===== src/rtl/popcount_seq_pkg.sv =====
// Shared types and constants for the sequential popcount block.
package popcount_seq_pkg;

    typedef enum logic [1:0] {
        S_IDLE = 2'd0,
        S_BUSY = 2'd1,
        S_DONE = 2'd2
    } state_t;

    localparam logic MODE_ONES  = 1'b0;
    localparam logic MODE_ZEROS = 1'b1;

    // Chunk index needs at least one bit even when a word is a single chunk.
    function automatic int idx_width(input int n);
        return (n > 1) ? $clog2(n) : 1;
    endfunction

endpackage


===== src/rtl/popcount_seq_chunk.sv =====
// Combinational set-bit counter for a W-bit slice.
module chunk_popcount #(
    parameter int W = 4
) (
    input  logic [W-1:0]           data,
    output logic [$clog2(W+1)-1:0] count
);

    localparam int CW = $clog2(W + 1);

    always_comb begin
        // NOTE: default before the loop so no path leaves count unassigned (no latch).
        count = '0;
        for (int i = 0; i < W; i++) begin
            count = count + CW'(data[i]);
        end
    end

endmodule


===== src/rtl/popcount_seq.sv =====
// Multi-cycle ones/zeros counter: CHUNK bits per clock, LSB chunk first,
// valid/ready on both sides with a single word in flight.
module popcount_seq
    import popcount_seq_pkg::*;
#(
    parameter  int WIDTH = 16,
    parameter  int CHUNK = 4,
    localparam int CNT_W = $clog2(WIDTH + 1)
) (
    input  logic             clk,
    input  logic             rst,
    input  logic             in_valid,
    output logic             in_ready,
    input  logic [WIDTH-1:0] in_data,
    input  logic             mode,
    output logic             out_valid,
    input  logic             out_ready,
    output logic [CNT_W-1:0] out_count,
    output logic             out_zero,
    output logic             out_all
);

    localparam int N     = WIDTH / CHUNK;
    localparam int IDX_W = idx_width(N);
    localparam int PC_W  = $clog2(CHUNK + 1);

    if (WIDTH < 1 || CHUNK < 1 || WIDTH % CHUNK != 0) begin : g_bad_params
        $error("popcount_seq: WIDTH must be a positive multiple of CHUNK");
    end

    state_t           state, state_next;
    logic [WIDTH-1:0] shift;
    logic [CNT_W-1:0] acc, acc_next;
    logic [IDX_W-1:0] idx;
    logic             count_mode;
    logic [PC_W-1:0]  chunk_ones;
    logic             accept;
    logic             last_chunk;

    chunk_popcount #(.W(CHUNK)) u_chunk (
        .data  (shift[CHUNK-1:0]),
        .count (chunk_ones)
    );

    assign in_ready   = (state == S_IDLE) && !rst;
    assign out_valid  = (state == S_DONE);
    assign accept     = in_valid && in_ready;
    assign last_chunk = (idx == IDX_W'(N - 1));
    assign acc_next   = acc + ((count_mode == MODE_ZEROS)
                               ? CNT_W'(CHUNK) - CNT_W'(chunk_ones)
                               : CNT_W'(chunk_ones));

    always_comb begin
        state_next = state;
        unique case (state)
            S_IDLE:  if (accept)     state_next = S_BUSY;
            S_BUSY:  if (last_chunk) state_next = S_DONE;
            S_DONE:  if (out_ready)  state_next = S_IDLE;
            default:                 state_next = S_IDLE;
        endcase
    end

    // NOTE: clocked state uses non-blocking assignments so every register samples pre-edge values.
    always_ff @(posedge clk) begin
        if (rst) state <= S_IDLE;
        else     state <= state_next;
    end

    always_ff @(posedge clk) begin
        if (rst) begin
            shift      <= '0;
            acc        <= '0;
            idx        <= '0;
            count_mode <= MODE_ONES;
            out_count  <= '0;
            out_zero   <= 1'b0;
            out_all    <= 1'b0;
        end else begin
            case (state)
                S_IDLE: begin
                    if (accept) begin
                        shift      <= in_data;
                        count_mode <= mode;
                        acc        <= '0;
                        idx        <= '0;
                    end
                end
                S_BUSY: begin
                    acc   <= acc_next;
                    shift <= shift >> CHUNK;
                    idx   <= idx + IDX_W'(1);
                    // Result registers only move on the way into DONE.
                    if (last_chunk) begin
                        out_count <= acc_next;
                        out_zero  <= (acc_next == '0);
                        out_all   <= (acc_next == CNT_W'(WIDTH));
                    end
                end
                default: ;
            endcase
        end
    end

endmodule


===== config.mk =====
export PLATFORM = sky130hd
export DESIGN_NAME = popcount_seq
export DESIGN_NICKNAME = d
export VERILOG_FILES = /design/src/rtl/popcount_seq_pkg.sv /design/src/rtl/popcount_seq_chunk.sv /design/src/rtl/popcount_seq.sv
export SDC_FILE = /design/constraint.sdc
export NUM_CORES = 1
export LEC_CHECK = 0
export CAP_MARGIN = 10
export CORE_ASPECT_RATIO = 0.6
export CORE_MARGIN = 2
export CORE_UTILIZATION = 52
export CTS_CLUSTER_SIZE = 20
export DETAILED_ROUTE_END_ITERATION = 8
export GPL_TIMING_DRIVEN = 0
export PLACE_DENSITY = 0.79
export SYNTH_ARGS = -nofsm -noshare
export SYNTH_HDL_FRONTEND = slang
export SYNTH_HIERARCHICAL = 1
export SYNTH_SLANG_ARGS = --single-unit

===== constraint.sdc =====
create_clock -name clk -period 4.15 [get_ports clk]
set_input_delay 0.83 -clock clk [delete_from_list [all_inputs] [get_ports clk]]
set_output_delay 0.83 -clock clk [all_outputs]
set_load 0.02 [all_outputs]

; ---- Yosys cells after proc, flatten, opt, wreduce, memory -nomap -nowiden
; Cells that the tools add are included.
[word_totals]
latch_bits = 0
reg_bits = 33
output_inout_bits = 9
romBits = 0
mem_count = 0
wordCells = 42
ramBits = 0
inputBits = 21
[op_classes]
magnitude_cmp = 0
mux = 11
div_mod_pow = 0
n_bitwise = 0
n_eq_ne = 7
n_reduce_logical = 10
n_addsub = 6
mul = 0
shift = 0
[ops]
columns = cell, count
row1 = $pmux 16 s2, 1
row2 = $mux 16, 1
row3 = $mux 5, 2
row4 = $pmux 5 s2, 1
row5 = $mux 2, 4
row6 = $add 3x1->3, 2
row7 = $pmux 2 s3, 1
row8 = $reduce_and 2->1, 3
row9 = $add 5x5->5, 1
row10 = $eq 5x5->1 const B, 1
row11 = $logic_not 5->1, 1
row12 = $eq 2x2->1 const B, 2
row13 = $ne 2x2->1 const B, 2
row14 = $pmux 2 s2, 1
row15 = $sub 3x3->4 const A, 1
row16 = $reduce_and 3->1, 1
row17 = $add 1x1->2, 1
row18 = $add 2x1->2 const B, 1
row19 = $eq 2x1->1 const B, 1
row20 = $logic_and 1x1->1, 2
row21 = $logic_not 2->1, 1
row22 = $ne 2x1->1 const B, 1
row23 = $reduce_bool 2->1, 1
row24 = $logic_not 1->1, 1

; ---- Longest topological paths before layout
; Gate-level depths: netlist of run 1.
[depth]
word_depth = 7
ltp_mapped = 15

; ---- Modules after synthesis
; Netlist of run 1, hierarchy kept.
[modules_own_cells]
columns = mod, area_per_inst_um2, seq_area_each_um2, n_inst, cells_each
row1 = popcount_seq, 1639.1, 660.6, 1, 192
row2 = chunk_popcount, 63.8, 0.0, 1, 8

; ---- Least setup slack after synthesis of run 1
; Ideal clock, no wire load.
[synth_timing]
path_kind = reg-to-reg
startpoint = register shift[0]
endpoint = register out_all
setup_ns = 0.087
t_required_ns = 4.063
period_less_slack_ns = 3.168
stages_incl_launch_ff = 15
path_slack_ns = 0.982
arrival_time_ns = 3.081
path_cell_list = dfxtp_1 -> inv_1 -> fa_1 -> inv_1 -> ha_1 -> ha_1 -> inv_1 -> ha_1 -> nand2_1 -> o21ai_0 -> inv_1 -> fa_1 -> nand4b_1 -> or4_1 -> o31ai_1
[synth_between]
elab_chain_cells = 7
[synth_lines]
columns = item, line
row1 = "start, declared", popcount_seq.sv:32  ; logic [WIDTH-1:0] shift;
row2 = "start signal, assigned", popcount_seq.sv:82  ; shift <= in_data;
row3 = "start signal, assigned", popcount_seq.sv:90  ; shift <= shift >> CHUNK;
row4 = $add 1x1->2 *, popcount_seq_chunk.sv:15  ; count = count + CW'(data[i]);
row5 = $add 3x1->3 * (2 in series), popcount_seq_chunk.sv:15
row6 = via chunk_ones[1], popcount_seq.sv:36  ; logic [PC_W-1:0] chunk_ones;
row7 = $sub 3x3->4, popcount_seq.sv:50  ; ? CNT_W'(CHUNK) - CNT_W'(chunk_ones)
row8 = $mux 5 *, popcount_seq.sv:50
row9 = $add 5x5->5 *, popcount_seq.sv:49  ; assign acc_next = acc + ((count_mode == MODE_ZEROS)
row10 = $eq 5x5->1 *, popcount_seq.sv:96  ; out_all <= (acc_next == CNT_W'(WIDTH));
row11 = "end signal, assigned", popcount_seq.sv:96
row12 = "end, declared", popcount_seq.sv:20  ; output logic out_all
; The timed path passes the listed nets; every way through them passes the cells marked *.
; A chain may end at the register's enable or synchronous reset.

; ---- Worst setup path after layout of run 1
[layout_timing]
startpoint = register shift[0]
endpoint = register out_count[4]
[layout_between]
elab_chain_cells = 6
[layout_lines]
columns = item, line
row1 = $add 1x1->2 *, popcount_seq_chunk.sv:15
row2 = $add 3x1->3 * (2 in series), popcount_seq_chunk.sv:15
row3 = via chunk_ones[1], popcount_seq.sv:36
row4 = $sub 3x3->4, popcount_seq.sv:50
row5 = $mux 5 *, popcount_seq.sv:50
row6 = $add 5x5->5 *, popcount_seq.sv:49
row7 = "end signal, assigned", popcount_seq.sv:94  ; out_count <= acc_next;
row8 = "end, declared", popcount_seq.sv:18  ; output logic [CNT_W-1:0] out_count,
; Marks and branches as above.

==> results of run 1 <==
-- per-layer routing --
layer,wire (microns),GRT usage,vias up
met5,0,0,-
met1,1970,0.323,670
met2,1480,0.279,49
li1,-,-,753
met3,275,0.0560,5
met4,42,0.0804,0
-- state kept, by name, summed over array words and instances, names as in the netlist --
| register | count |
|---|---|
| out_count | 5 |
| shift | 16 |
| acc | 5 |
| out_all | 1 |
| idx | 2 |
| state | 2 |
| count_mode | 1 |
| out_zero | 1 |
-- layout by cell type, fill, tap and decap left out, types with 4 or more instances in the layout --
master	n
ha_1	8
xnor2_1	4
a311oi_2	5
nand3_1	6
nand2_1	41
nand2_2	5
clkbuf_1	4
inv_1	11
nand2b_1	5
nor2_1	20
a21oi_1	14
a311oi_1	7
clkbuf_8	6
clkdlybuf4s50_1	28
buf_2	7
dfxtp_1	33
-- critical path: stages (launching register included) --
cell	delay, ns
dfxtp_1	0.34
inv_1	0.07
fa_1	0.53
inv_1	0.04
ha_1	0.17
ha_1	0.29
inv_1	0.05
ha_1	0.26
nand2_1	0.04
o21ai_0	0.11
inv_1	0.09
fa_1	0.45
nand2b_1	0.17
a21oi_1	0.23
xor2_1	0.31
a211oi_1	0.12
-- worst paths after layout --
kind	from	endpoint	slack [ns]	cells past startpoint
max	shift[0]$_SDFFE_PP0P_	out_count[4]$_SDFFE_PP0P_	0.72	15
min	out_count[2]$_SDFFE_PP0P_	out_count[2]$_SDFFE_PP0P_	0.46	2
max reg2reg	shift[0]$_SDFFE_PP0P_	out_count[4]$_SDFFE_PP0P_	0.72	15
min reg2reg	out_count[2]$_SDFFE_PP0P_	out_count[2]$_SDFFE_PP0P_	0.46	2
-- area by class of cell --
cell class                 instances  area share
multi-input combinational        143       0.425
buffer                            13      0.0395
tap                               45      0.0261
timing repair buffer              28       0.130
clock inverter                     1      0.0139
inverter                          11      0.0192
clock buffer                       7      0.0400
sequential                        33       0.306
-- power groups by stage --
stage          registers (mW)  logic, mW  clock network [mW]
2_1_floorplan           0.348     0.0897                   0
3_3_place_gp            0.350      0.131                   0
3_5_place_dp            0.351      0.135                   0
4_1_cts                 0.344      0.136               0.313
5_1_grt                 0.346      0.151               0.326
6_report                0.344      0.136               0.312
-- per-stage QoR --
step	power (mW)	hold slack (ns)	utilization	instances
after floorplan	0.438	0.437	-	200
after global placement	0.482	0.446	0.641	273
after detailed placement	0.486	0.454	0.641	273
after CTS	0.793	0.464	0.677	281
after global routing	0.823	0.481	0.677	281
final	0.792	0.459	0.677	281
-- kinds of logic (layout without fill, tap and decap cells) --
kind of cell | after synthesis | after routing
multiplexers | 1 | 1
AO/OA/AOI/OAI | 36 | 36
buffers and inverters | 24 | 60
adder cells (fa/ha/maj) | 10 | 10
flip-flops | 33 | 33
XOR/XNOR | 6 | 6
AND/OR/NAND/NOR | 90 | 90
==> flow_summary.ini, run 1 <==
[status]
status = completed

[layout]
fillCellCount = 279
syn2layout_area_growth_pct = 26.6
fin_nets = 266
multiInputGateArea_sq_um = 916
seq_area_sq_um = 661
drive_gt1_frac = 0.119
insertedDiodeCount = 0
postLayoutCellArea_sq_mm = 0.00216

[logic_synthesis]
syn_area_sq_mm = 0.00170
syn-instance-count = 200
avgSynthCellArea_sq_um = 8.51
synthDistinctLibCells = 37
ys_seq_area_frac = 0.388
synth_top_family_by_area = simple AND/OR/NAND/NOR gates
yosys.area_share.simple = 0.253
yosys_warnings = 6
synth_top_area_share = 0.388
synth_xor_area_frac = 0.0309
synth-compound-area-share = 0.166
synthFlopType = dfxtp_1
yosys-top-cells-count = 41 x nand2_1, 33 x dfxtp_1, 20 x nor2_1
synth-seq-cells = 33
yosys.area.top_type = dfxtp_1
synthesis.nets = 231
synth_most_common_cell = nand2_1
muxShareOfSynthArea = 0.00588
synth_top_cells_by_area = dfxtp_1 39%, nand2_1 9.0%, ha_1 5.9%
synth-edff-count = 0
async_flop_share = 0
synth_fa_ha_area_frac = 0.0823

[clocking]
cts.sinks = 33
clockBufferDepth = 2
clk_pin_slew_ns = 0.07
clock_latency_ns = 0.29
tritoncts = built
hold_buffers = 0
cts-resized-gates = 0
cts_root_buf = clkbuf_8
h-tree-depth = 2
cts_setup_buffers = 0
numCtsBuffers = 5

[setup_path]
required_ns = 4.29
worst-setup-path-type = register to register
start_kind = register
cp.arrival_ns = 3.57
crit_path_end_kind = register
cp_max_fo = 3

[place]
pre_cts_ws_ns = 0.749
gp_congestion = 0.785
port_buffers = 28
place_hpwl_microns = 2820
postPlaceCellArea_sq_mm = 0.00204

[floorplan]
dieArea_sq_mm = 0.00376
core-area_sq_mm = 0.00318
start_util = 0.535
ios = 30
die_h_microns = 48.3
dieWidth_microns = 77.9
rows = 16

[timing]
worst_slew_pin_slew_ns = 0.612
relSlewSlack = 0.592
slew_viol_final = 0
fin_crit_ns = 3.43
fmax_mhz = 292
tns_ns = 0
skew_ns = 0.0100
postLayoutSetupSlackWorst_ns = 0.721
min_period_over_period = 0.826
finalHoldViolCount = 0
rsz0062_at_grt = no
finalSetupViolCount = 0

[power]
p_leak_nw = 0.831
pwr-share-comb = 0.172
p_sw_frac = 0.253
p_sw_uw = 201
vdd.ir_drop.worst_uv = 211
powerDensity_mw_per_mm2 = 367
seqPwrFrac = 0.435
clockPowerShare = 0.393
p_int_uw = 592

[detailed_routing]
drt-vias-per-instance = 5.26
antenna_left = 0
wl_per_cell_microns = 13.4
finalWirelength_microns = 3780
drt_first_pass_iters = 4
dr.first_iter.drc_count = 116
vias = 1477
drc = 0

[global_routing]
grt.overflow.total = 0
grt_max_degree = 11
grt_antenna_before_repair = 0
grtUsageTotal = 0.211
grt_pass1_wl_microns = 6130
grt_pass1_vias = 1352

[hold_path]
hold_path_class = register to register

[flow_run]
drv_cap = 0
(Power assumes the default switching activity.)
==> run 2: changes to the inputs <==
--- a/config.mk
+++ b/config.mk
@@ -8,11 +8,11 @@
 export CAP_MARGIN = 10
 export CORE_ASPECT_RATIO = 0.6
 export CORE_MARGIN = 2
-export CORE_UTILIZATION = 52
+export CORE_UTILIZATION = 47
 export CTS_CLUSTER_SIZE = 20
 export DETAILED_ROUTE_END_ITERATION = 8
 export GPL_TIMING_DRIVEN = 0
-export PLACE_DENSITY = 0.79
+export PLACE_DENSITY = 0.75
 export SYNTH_ARGS = -nofsm -noshare
 export SYNTH_HDL_FRONTEND = slang
 export SYNTH_HIERARCHICAL = 1
==> constraint.sdc (replaced) <==
create_clock -name clk -period 2.89 [get_ports clk]
set_input_delay 0.578 -clock clk [delete_from_list [all_inputs] [get_ports clk]]
set_output_delay 0.578 -clock clk [all_outputs]
set_load 0.02 [all_outputs]
==> run 2 against run 1 <==
Against the previous run: the run now ends with setup timing left; wire length rose by 7.1%; fmax rose by 4.4%; clock power rose by 6.7%.
==> flow_summary.ini, run 2 (synthesis gave the netlist of run 1 again) <==
[status]
status = complete, but fails checks
violations = setup timing

[hold_path]
worstHoldEndpoint = shift[13]$_SDFFE_PP0P_
hold_path.startpoint = shift[13]$_SDFFE_PP0P_
hold_path_class = register to register
hold_path_depth = 2

[power]
powerDensity_mw_per_mm2 = 473
p_leak_nw = 0.877
vdd.ir_drop.worst_uv = 276

[global_routing]
grt.overflow.total = 0
grtUsageTotal = 0.212
grt_antenna_before_repair = 0
grt_pass1_vias = 1367
grt_pass1_wl_microns = 6520
grt_max_degree = 11

[setup_path]
reg2reg_slack_ns = -0.39
r2r_start = shift[0]$_SDFFE_PP0P_
cp.arrival_ns = 3.48
ff2ff_path_depth = 14
crit_buf_inv = 4
crit_top_cell = ha_4
worst-setup-path-type = register to register
required_ns = 3.09
start_kind = register
slowest_delay_ns = 0.57
crit_path_end_kind = register
cp_top_family = adder cells
cp_cell_sequence = inv_2, fa_1, inv_2, ha_4, ha_4, inv_4, ha_4, nand2_2, o21ai_2, inv_1, fa_2, nand4b_1, or4_1, o31ai_1
cp_max_fo = 2
critical-path-slowest-cell = fa_2
r2r-end = out_all$_SDFFE_PP0P_

[floorplan]
core-area_sq_mm = 0.00336
dieArea_sq_mm = 0.00414
start_util = 0.506
die_h_microns = 50.6
dieWidth_microns = 81.7
rows = 16
ios = 30

[layout]
layout_commonest_cell = nand2_1
largest_reg_flops = 16
syn2layout_area_growth_pct = 35.1
drive_gt1_frac = 0.224
seq_area_sq_um = 663
fin_nets = 271
top_register = shift
multiInputGateArea_sq_mm = 0.00104
reg_top3 = shift (16), acc (5), out_count (5)
final_cell_mix = 40 x nand2_1, 31 x dfxtp_1, 28 x clkdlybuf4s50_1
fillCellCount = 294
insertedDiodeCount = 0

[place]
port_buffers = 28
gp_congestion = 0.802
pre_cts_ws_ns = -0.411
place_hpwl_microns = 2890

[timing]
relSlewSlack = 0.528
fin_crit_ns = 3.28
tns_ns = -1.22
slew_viol_final = 0
worst_slew_pin_slew_ns = 0.707
finalHoldViolCount = 0
fmax_mhz = 305
finalSetupViolCount = 6
rsz0062_at_grt = yes
skew_ns = 0.00556
min_period_over_period = 1.14
postLayoutSetupSlackWorst_ns = -0.393

[detailed_routing]
drt-vias-per-instance = 5.26
vias = 1505
drt_first_pass_iters = 5
antenna_left = 0
wl_per_cell_microns = 14.1
finalWirelength_microns = 4040
drc = 0
dr.first_iter.drc_count = 76

[clocking]
clk_pin_slew_ns = 0.07
cts.sinks = 33
clock_latency_ns = 0.28
clockBufferDepth = 2
h-tree-depth = 2
numCtsBuffers = 5
cts_root_buf = clkbuf_8
tritoncts = built

[flow_run]
drv_cap = 0
==> run 2: cell types whose count changed in the layout (fill, tap and decap cells not counted), moves of 3 or more <==
cell and change:
ha_4 +4, ha_1 -4, buf_4 +3, inv_1 -3
==> run 2: how the worst max path moves through the flow <==
stage | start | to | slack (ns) | cells past startpoint
final | shift[0]$_SDFFE_PP0P_ | out_all$_SDFFE_PP0P_ | -0.39 | 14
after global routing | shift[0]$_SDFFE_PP0P_ | out_all$_SDFFE_PP0P_ | -0.51 | 14
after CTS | shift[0]$_SDFFE_PP0P_ | out_all$_SDFFE_PP0P_ | -0.37 | 14
after detailed placement | shift[0]$_SDFFE_PP0P_ | out_all$_SDFFE_PP0P_ | -0.41 | 14
after global placement | shift[0]$_SDFFE_PP0P_ | out_all$_SDFFE_PP0P_ | -0.34 | 14
after floorplan | shift[0]$_SDFFE_PP0P_ | out_all$_SDFFE_PP0P_ | -0.21 | 14
==> run 2: through the flow <==
step	instance area [sq um]	power, mW	hold slack (ns)	util	instances
after floorplan	1760	0.641	0.437	-	200
after global placement	2100	0.709	0.447	0.624	273
after detailed placement	2100	0.713	0.452	0.624	273
after CTS	2250	1.06	0.463	0.668	285
after global routing	2300	1.15	0.482	0.684	286
final	2300	1.09	0.461	0.684	286
==> run 2: metal layers <==
metal,GRT usage,wire [microns],vias to the layer above,share of wire
li1,-,-,764,-
met1,0.329,2140,703,0.53
met2,0.280,1660,34,0.41
met3,0.0540,213,4,0.053
met4,0.0667,32,0,0.0079
met5,0,0,-,0
==> run 2: layout make-up <==
class / instances / area share
flip-flops and latches: 33 / 0.288
clock buffers: 6 / 0.0315
well taps: 45 / 0.0245
plain buffers: 13 / 0.0370
multi-input cells: 143 / 0.454
repair buffers: 33 / 0.141
inverters: 11 / 0.0190
clock inverters: 2 / 0.00435
==> run 2: power breakdown <==
part | leakage (nW) | switching (mW) | internal (mW)
Combinational | 0.562 | 0.129 | 0.130
Sequential | 0.270 | 0.0174 | 0.479
Clock | 0.0450 | 0.166 | 0.167
Total | 0.877 | 0.313 | 0.776
==> run 2: tightest hold or removal path: cells and delay by family, from the launching register on <==
family,cells,cell delay (ns)
and+or+nand+nor,1,0.05
AOI/OAI and AO/OA,1,0.05
DFF,1,0.31
==> run 2: timing repair <==
item	CTS	global route
gates resized for setup	7	9
hold buffers	0	0
setup buffers	4	1
pin swaps	7	5
setup endpoints to repair	8	10
==> run 3: changes to the inputs <==
--- a/config.mk
+++ b/config.mk
@@ -8,11 +8,11 @@
 export CAP_MARGIN = 10
 export CORE_ASPECT_RATIO = 0.6
 export CORE_MARGIN = 2
-export CORE_UTILIZATION = 47
+export CORE_UTILIZATION = 56
 export CTS_CLUSTER_SIZE = 20
 export DETAILED_ROUTE_END_ITERATION = 8
 export GPL_TIMING_DRIVEN = 0
-export PLACE_DENSITY = 0.75
+export PLACE_DENSITY = 0.84
 export SYNTH_ARGS = -nofsm -noshare
 export SYNTH_HDL_FRONTEND = slang
 export SYNTH_HIERARCHICAL = 1
==> constraint.sdc (replaced) <==
create_clock -name clk -period 4.1 [get_ports clk]
set_input_delay 0.82 -clock clk [delete_from_list [all_inputs] [get_ports clk]]
set_output_delay 0.82 -clock clk [all_outputs]
set_load 0.02 [all_outputs]
==> run 3 against run 2 <==
Against the previous run: the run now ends clean; via count is 0.66% higher; clock power decreased by 20%; utilization rose by 5.5 points; final cell count fell by 2.8%; final area fell by 7.1%; largest power group unchanged.
==> flow_summary.ini, run 3 (synthesis gave the netlist of run 1 again) <==
[layout]
layout_commonest_cell = nand2_1
fillCellCount = 248
stdcell_count = 278
fin_util = 0.739
fin_nets = 266
syn2layout_area_growth_pct = 25.5
insertedDiodeCount = 0
reg_top3 = shift (16), acc (5), out_count (5)
final_cell_mix = 41 x nand2_1, 33 x dfxtp_1, 28 x clkdlybuf4s50_1
top_register = shift
drive_gt1_frac = 0.123
postLayoutCellArea_sq_mm = 0.00214
largest_reg_flops = 16

[hold_path]
hold_path_class = register to register

[floorplan]
dieArea_sq_mm = 0.00351
start_util = 0.589
die_h_microns = 46.7
ios = 30
rows = 15
core-area_sq_mm = 0.00289
dieWidth_microns = 75.2

[detailed_routing]
finalWirelength_microns = 3930
dr.first_iter.drc_count = 79
wl_per_cell_microns = 14.1
drt_first_pass_iters = 4
vias = 1515
antenna_left = 0
drc = 0
drt-vias-per-instance = 5.45

[power]
seqPwrFrac = 0.461
power_uw = 757
p_leak_nw = 0.826
p_int_uw = 553
p_sw_frac = 0.270
powerDensity_mw_per_mm2 = 354
pwr-share-comb = 0.185
clockPowerShare = 0.354
vdd.ir_drop.worst_uv = 302
p_sw_uw = 204

[setup_path]
critical-path-slowest-cell = fa_1
crit_top_cell = inv_1
worst-setup-path-type = register to register
cp_cell_sequence = inv_1, fa_1, inv_1, ha_1, ha_1, inv_1, ha_1, nand2_1, o21ai_0, inv_1, fa_1, nand4b_1, or4_1, o31ai_1
required_ns = 4.30
slowest_delay_ns = 0.59
cp_max_fo = 3
crit_path_end_kind = register
cp.arrival_ns = 3.64
start_kind = register

[timing]
rsz0062_at_grt = no
postLayoutSetupSlackWorst_ns = 0.657
finalHoldViolCount = 0
fin_crit_ns = 3.44
whs_ns = 0.460
skew_ns = 0.00902
tns_ns = 0
finalSetupViolCount = 0
worst_slew_pin_slew_ns = 0.620
relSlewSlack = 0.587
fmax_mhz = 290
min_period_over_period = 0.840
slew_viol_final = 0

[clocking]
clk_pin_slew_ns = 0.06
h-tree-depth = 2
cts_root_buf = clkbuf_8
cts_setup_buffers = 0
tritoncts = built
clock_latency_ns = 0.28
cts.sinks = 33
clockBufferDepth = 2
hold_buffers = 0
numCtsBuffers = 5
cts-resized-gates = 0

[global_routing]
grt_pass1_vias = 1364
grtUsageTotal = 0.242
grt.overflow.total = 0
grt_antenna_before_repair = 0
grt_pass1_wl_microns = 6200
grt_max_degree = 11

[place]
gp_congestion = 0.804
postPlaceCellArea_sq_mm = 0.00204
place_hpwl_microns = 2830
pre_cts_ws_ns = 0.669
place_inst = 270
port_buffers = 28

[status]
status = completed

[flow_run]
drv_cap = 0
==> run 3: final timing paths <==
path | end | cells after the start | slack (ns) | startpoint
setup / recovery | out_all$_SDFFE_PP0P_ | 14 | 0.66 | shift[0]$_SDFFE_PP0P_
hold / removal | shift[12]$_SDFFE_PP0P_ | 2 | 0.46 | shift[12]$_SDFFE_PP0P_
setup reg to reg | out_all$_SDFFE_PP0P_ | 14 | 0.66 | shift[0]$_SDFFE_PP0P_
hold reg to reg | shift[12]$_SDFFE_PP0P_ | 2 | 0.46 | shift[12]$_SDFFE_PP0P_
==> run 3: area by class of cell <==
type	instances	area [sq um]	share of cell area
multi-input cells	143	916	0.429
flip-flops and latches	33	661	0.309
clock buffers	7	96.3	0.0451
inverters	11	41.3	0.0193
well taps	42	52.6	0.0246
plain buffers	13	85.1	0.0398
clock inverters	1	5.00	0.00234
repair buffers	28	280	0.131
==> run 3: power groups by stage <==
stage / logic (mW) / clock network, mW / registers [mW]
5_1_grt: 0.155 / 0.281 / 0.350
3_5_place_dp: 0.137 / 0 / 0.355
3_3_place_gp: 0.133 / 0 / 0.354
6_report: 0.140 / 0.268 / 0.349
2_1_floorplan: 0.0908 / 0 / 0.353
4_1_cts: 0.138 / 0.267 / 0.348
==> run 3: routing by layer <==
| metal | vias up | track usage | share of wire |
|---|---|---|---|
| met4 | 0 | 0.0632 | 0.0087 |
| li1 | 754 | - | - |
| met2 | 40 | 0.367 | 0.42 |
| met3 | 5 | 0.0525 | 0.052 |
| met5 | - | 0 | 0 |
| met1 | 716 | 0.355 | 0.52 |
==> run 3: critical path, delay by kind of cell, from the launching register on <==
family          cells  cell delay (ns)
flops               1             0.33
buf+inv             4             0.27
simple gates        3             0.60
compound gates      2             0.30
fa+ha+maj           5             1.86
